===== config.mk =====
export PLATFORM = sky130hd
export DESIGN_NAME = branch_redirect_ctrl
export DESIGN_NICKNAME = d
export VERILOG_FILES = /design/src/rtl/branch_redirect_ctrl_pkg.sv /design/src/rtl/branch_redirect_ctrl_bht.sv /design/src/rtl/branch_redirect_ctrl.sv
export SDC_FILE = /design/constraint.sdc
export NUM_CORES = 1
export LEC_CHECK = 0
export BUFFER_PORTS_ARGS = -buffer_cell sky130_fd_sc_hd__buf_4
export CORE_MARGIN = 10
export CORE_UTILIZATION = 49
export CTS_BUF_LIST = sky130_fd_sc_hd__clkbuf_4 sky130_fd_sc_hd__clkbuf_8 sky130_fd_sc_hd__clkbuf_16
export DETAILED_ROUTE_END_ITERATION = 8
export GPL_TIMING_DRIVEN = 0
export PLACE_DENSITY = 0.81
export SLEW_MARGIN = 30
export SYNTH_ARGS = -nofsm -noshare
export SYNTH_HDL_FRONTEND = slang
export SYNTH_SLANG_ARGS = --single-unit

===== constraint.sdc =====
create_clock -name clk -period 2.4 [get_ports clk]
set_input_delay 0.12 -clock clk [delete_from_list [all_inputs] [get_ports clk]]
set_output_delay 0.12 -clock clk [all_outputs]
set_load 0.03 [all_outputs]

===== src/rtl/branch_redirect_ctrl_pkg.sv =====
// branch_redirect_ctrl_pkg: shared types and constants for the branch redirect controller
package branch_redirect_ctrl_pkg;
  typedef enum logic {IDLE = 1'b0, REDIRECT = 1'b1} state_e;
  localparam int PC_W      = 32;
  localparam int CNT_W     = 32;
  localparam int BHT_IDX_W = 4;
  localparam int BHT_N     = 1 << BHT_IDX_W;
  localparam logic [1:0] BHT_RESET = 2'b01;
endpackage


===== src/rtl/branch_redirect_ctrl_bht.sv =====
// branch_history_table: 2-bit saturating direction counters, one read port, one update port
module branch_history_table
  import branch_redirect_ctrl_pkg::*;
(
  input  logic                 clk,
  input  logic                 rst_n,
  input  logic [BHT_IDX_W-1:0] rd_idx_i,
  output logic                 rd_taken_o,
  input  logic                 upd_en_i,
  input  logic [BHT_IDX_W-1:0] upd_idx_i,
  input  logic                 upd_taken_i
);
  logic [1:0] ctr_q [BHT_N];
  logic [1:0] ctr_old;
  logic [1:0] ctr_d;
  assign rd_taken_o = ctr_q[rd_idx_i][1];
  assign ctr_old    = ctr_q[upd_idx_i];
  // saturating step of the entry being updated
  always_comb begin
    ctr_d = upd_taken_i ? ((ctr_old == 2'b11) ? ctr_old : ctr_old + 2'b01)
                        : ((ctr_old == 2'b00) ? ctr_old : ctr_old - 2'b01);
  end
  // table storage, cleared to weakly not-taken
  always_ff @(posedge clk or negedge rst_n) begin
    if (!rst_n) begin
      for (int i = 0; i < BHT_N; i++) ctr_q[i] <= BHT_RESET;
    end else if (upd_en_i) begin
      ctr_q[upd_idx_i] <= ctr_d;
    end
  end
endmodule


===== src/rtl/branch_redirect_ctrl.sv =====
// branch_redirect_ctrl: resolves EX branches/jumps, holds a fetch redirect and flushes until accepted; BRANCH_PREDICT_EN adds a direction predictor
module branch_redirect_ctrl
  import branch_redirect_ctrl_pkg::*;
(
  input  logic            clk,
  input  logic            rst_n,
  input  logic            ex_valid_i,
  input  logic            ex_branch_i,
  input  logic            ex_jump_i,
  input  logic            ex_taken_i,
  input  logic            ex_pred_taken_i,
  input  logic [PC_W-1:0] ex_pc_i,
  input  logic [PC_W-1:0] ex_target_i,
  input  logic            fetch_ready_i,
  input  logic [PC_W-1:0] id_pc_i,
  output logic            id_pred_taken_o,
  output logic            redirect_valid_o,
  output logic [PC_W-1:0] redirect_pc_o,
  output logic            flush_if_id_o,
  output logic            flush_id_ex_o,
  output logic [CNT_W-1:0] branch_cnt_o,
  output logic [CNT_W-1:0] mispred_cnt_o
);
  state_e           state_q;
  logic [PC_W-1:0]  redirect_pc_q, redirect_pc_d;
  logic [CNT_W-1:0] branch_cnt_q, mispred_cnt_q;
  logic             resolve, branch_ev, mispred;
  logic             unused_id_pc;
  assign unused_id_pc = ^id_pc_i;
  // EX inputs only matter while IDLE; in REDIRECT they are squashed bubbles
  always_comb begin
    resolve       = (state_q == IDLE) && ex_valid_i && (ex_branch_i || ex_jump_i);
    branch_ev     = resolve && ex_branch_i;
    mispred       = resolve && (ex_jump_i || (ex_taken_i != ex_pred_taken_i));
    redirect_pc_d = (ex_jump_i || ex_taken_i) ? ex_target_i : ex_pc_i + 32'd4;
  end
  // FSM, latched redirect target and event counters
  always_ff @(posedge clk or negedge rst_n) begin
    if (!rst_n) begin
      state_q       <= IDLE;
      redirect_pc_q <= '0;
      branch_cnt_q  <= '0;
      mispred_cnt_q <= '0;
    end else begin
      if (branch_ev) branch_cnt_q <= branch_cnt_q + 1'b1;
      if (mispred) begin
        state_q       <= REDIRECT;
        redirect_pc_q <= redirect_pc_d;
        mispred_cnt_q <= mispred_cnt_q + 1'b1;
      end else if (state_q == REDIRECT && fetch_ready_i) begin
        state_q <= IDLE;
      end
    end
  end
  assign redirect_valid_o = (state_q == REDIRECT);
  assign flush_if_id_o    = redirect_valid_o;
  assign flush_id_ex_o    = redirect_valid_o;
  assign redirect_pc_o    = redirect_pc_q;
  assign branch_cnt_o     = branch_cnt_q;
  assign mispred_cnt_o    = mispred_cnt_q;
`ifdef BRANCH_PREDICT_EN
  branch_history_table u_bht (
    .clk        (clk),
    .rst_n      (rst_n),
    .rd_idx_i   (id_pc_i[5:2]),
    .rd_taken_o (id_pred_taken_o),
    .upd_en_i   (branch_ev && !ex_jump_i),
    .upd_idx_i  (ex_pc_i[5:2]),
    .upd_taken_i(ex_taken_i)
  );
`else
  assign id_pred_taken_o = 1'b0;
`endif
endmodule


==> impl_metrics.toml <==
[clock_network]
root_buffer = "clkbuf_8"
clk_pin_slew_ps = 100
htreeDepth = 3
clk_latency_ps = 360
cts_tree = "yes"
clock_path_buffers = 2
cts_resized = 0
cts.sinks = 97
cts_buffers = 9

[place]
dp_hpwl_mm = 11.55
port_buffers = 170
place_congestion = 0.9170

[routing]
route.top_layer_used = "met4"
wl_met3_mm = 1.525
wl_mm = 14.77
met1Wirelength_mm = 5.887
firstDrtPassIters = 4
drc = 0
wl_met2_mm = 7.036
vias_per_cell = 5.383
final_antenna_net_count = 0
drtIter0Drc = 233
wire_per_inst_um = 17.88
vias = 4446

[sta]
slew_violations = 0
setup_viol = 0
fmax_ghz = 0.4571
slew_headroom = 0.6256
min_period_over_period = 0.9115
finClkSkew_ps = 11.34
hold_violations = 0
tightest_slew_ps = 557.3
fin_crit_ps = 2188
rsz0062_at_grt = "false"
tns_ps = 0

[floorplanning]
start_util = 0.5037
dieArea_um2 = 14510
pin_count = 204
num_rows = 36
fp.dieH_um = 120.5
die_w_um = 120.5
coreArea_um2 = 9819

[synth]
synthDistinctLibCells = 45
syn-cell-area_um2 = 4946
synth_nets = 609
async_flop_share = 1.000
avgSynthCellArea_um2 = 9.853
synth_ff_type = "dfrtp_1"
synth-edff-count = 0
yosysMostFrequentCell = "dfrtp_1"
netlist.area_leader.share = 0.4908
synth_area_leader_cell = "dfrtp_1"
seq_area_frac_synth = 0.4908
ys_warn_count = 0
synth-seq-cells = 97
ys_top_cells_by_area = "dfrtp_1 49%, xnor2_1 9.2%, xor2_1 6.7%, nand2_1 4.5%, nor2_1 3.1%"
syn-instance-count = 502
synth_commonest_cells = "97 x dfrtp_1, 59 x nand2_1, 52 x xnor2_1, 41 x nor2_1, 38 x xor2_1"

[layout]
layout-drive-gt1-share = 0.3117
areaGrowthSynthToFinish_pct = 35.14
num_antenna_cells = 0
fin_util = 0.6807
nNetsFinal = 795
n_fill_cell = 790

[global_route]
grt_max_degree = 98
grt_pass1_wl_mm = 23.83
grt_use_total = 0.2009
first_global_vias = 4735
gr-total-overflow = 0
antenna_found_initial = 0

[hold_path]
hold_class = "input port to flip-flop"

[pwr]
peakVddDrop_mv = 0.4474
power_density_nw_per_um2 = 738.7
p_leak_nw = 3.152
p_total_mw = 4.938

[critical_path]
crit_top_cell = "buf_2"
path_cells = "and3b_1 -> buf_2 -> a22oi_2 -> buf_2 -> nor3_1 -> nand4_1 -> xnor2_1"
crit_slowest_cell = "nor3_1"
arrival_ps = 2440
critPathMaxStageDelay_ps = 500
critPathLaunchType = "flip-flop"
cp-end-kind = "flip-flop"
worst-endpoint-required_ps = 2650
cp_max_fo = 10
setup.worst_path.class = "flip-flop to flip-flop"

[outcome]
outcome = "finished clean"

[job]
drv_cap = 0
through the flow:
stage | std cells | worst slack [ps] | cell area (um^2) | hold WS (ps)
after CTS | 825 | 241.8 | 6656 | 12.31
after detailed placement | 805 | 261.3 | 6392 | 284.3
after floorplan | 502 | 493.8 | 4946 | -175.6
after global placement | 805 | 286.2 | 6389 | 301.5
after global routing | 826 | 106.9 | 6684 | 26.03
final | 826 | 212.3 | 6684 | 25.42
logic make-up (layout without fill, tap and decap cells):
group | count (synthesis) | in the layout | share of synthesized area
AOI/OAI and AO/OA | 64 | 64 | 0.07362
xor gates and xnor gates | 90 | 90 | 0.1594
adders and majority gates | 3 | 3 | 0.007590
buffers and inverters | 25 | 216 | 0.02327
DFF | 97 | 97 | 0.4908
muxes | 4 | 4 | 0.008348
other | 1 | 1 | 0.0007582
and+or+nand+nor | 218 | 218 | 0.2363
final timing paths:
path                              startpoint                 to  slack, ps  cells after the start
setup / recovery               flush_id_ex_o  mispred_cnt_o[14]        210                      7
hold / removal               ex_target_i[22]  redirect_pc_o[22]         30                      3
setup reg to reg               flush_id_ex_o  mispred_cnt_o[14]        210                      7
hold reg to reg            mispred_cnt_o[31]  mispred_cnt_o[31]        490                      1
max in group asynchronous              rst_n  mispred_cnt_o[14]       1550                      3
min in group asynchronous              rst_n  redirect_pc_o[24]        220                      2
registers in the layout, summed over array words and instances (netlist names):
register / cells
flush_id_ex_o: 1
branch_cnt_o: 32
mispred_cnt_o: 32
redirect_pc_o: 32
where the power goes:
group | internal, mW | switching [mW] | total (mW) | leakage (nW)
Combinational | 0.618 | 1.01 | 1.63 | 1.80
Sequential | 1.88 | 0.220 | 2.10 | 1.25
Clock | 0.595 | 0.612 | 1.21 | 0.102
critical path: cells and delay by family (launching register included):
| family | cells | cell delay, ps |
|---|---|---|
| AND/OR/NAND/NOR | 3 | 920 |
| flip-flops | 1 | 490 |
| buffers and inverters | 2 | 390 |
| XOR/XNOR | 1 | 150 |
| AO/OA/AOI/OAI | 1 | 120 |
per-layer routing:
metal | up-vias | track usage
met5 | - | 0
met4 | 0 | 0.06637
met3 | 23 | 0.08004
met2 | 191 | 0.3406
met1 | 2111 | 0.2261
li1 | 2121 | -
timing repair:
item / in CTS / in global routing
hold buffers: 4 / 0
buffers inserted: 0 / 0
endpoints found under the hold margin: 99 / 0
cells in the final DEF, fill, tap and decap left out, drive strengths merged, types with 2 or more instances in the layout:
cell type	n
o21ai	20
ha	3
dlygate4sd3	4
inv	8
a21oi	22
nor4	5
and2	8
xor2	38
nand4	23
a31oi	3
nand3	29
xnor2	52
or3	2
mux2i	3
dfrtp	97
bufinv	2
nor3	16
buf	182
and3	13
nor2	41
and4	14
clkinvlp	3
clkbuf	17
nand2	60
or2	3
o22ai	13
area by class of cell:
type | instances | area (um^2) | area share
Clock inverter | 7 | 100.1 | 0.01498
Sequential cell | 97 | 2427 | 0.3632
Inverter | 6 | 22.52 | 0.003370
Tap cell | 133 | 166.4 | 0.02490
Multi-Input combinational cell | 380 | 2404 | 0.3596
Timing Repair Buffer | 175 | 1348 | 0.2016
Clock buffer | 9 | 123.9 | 0.01853
Buffer | 19 | 92.59 | 0.01385
No activity file was read; power rests on OpenSTA's default activity.
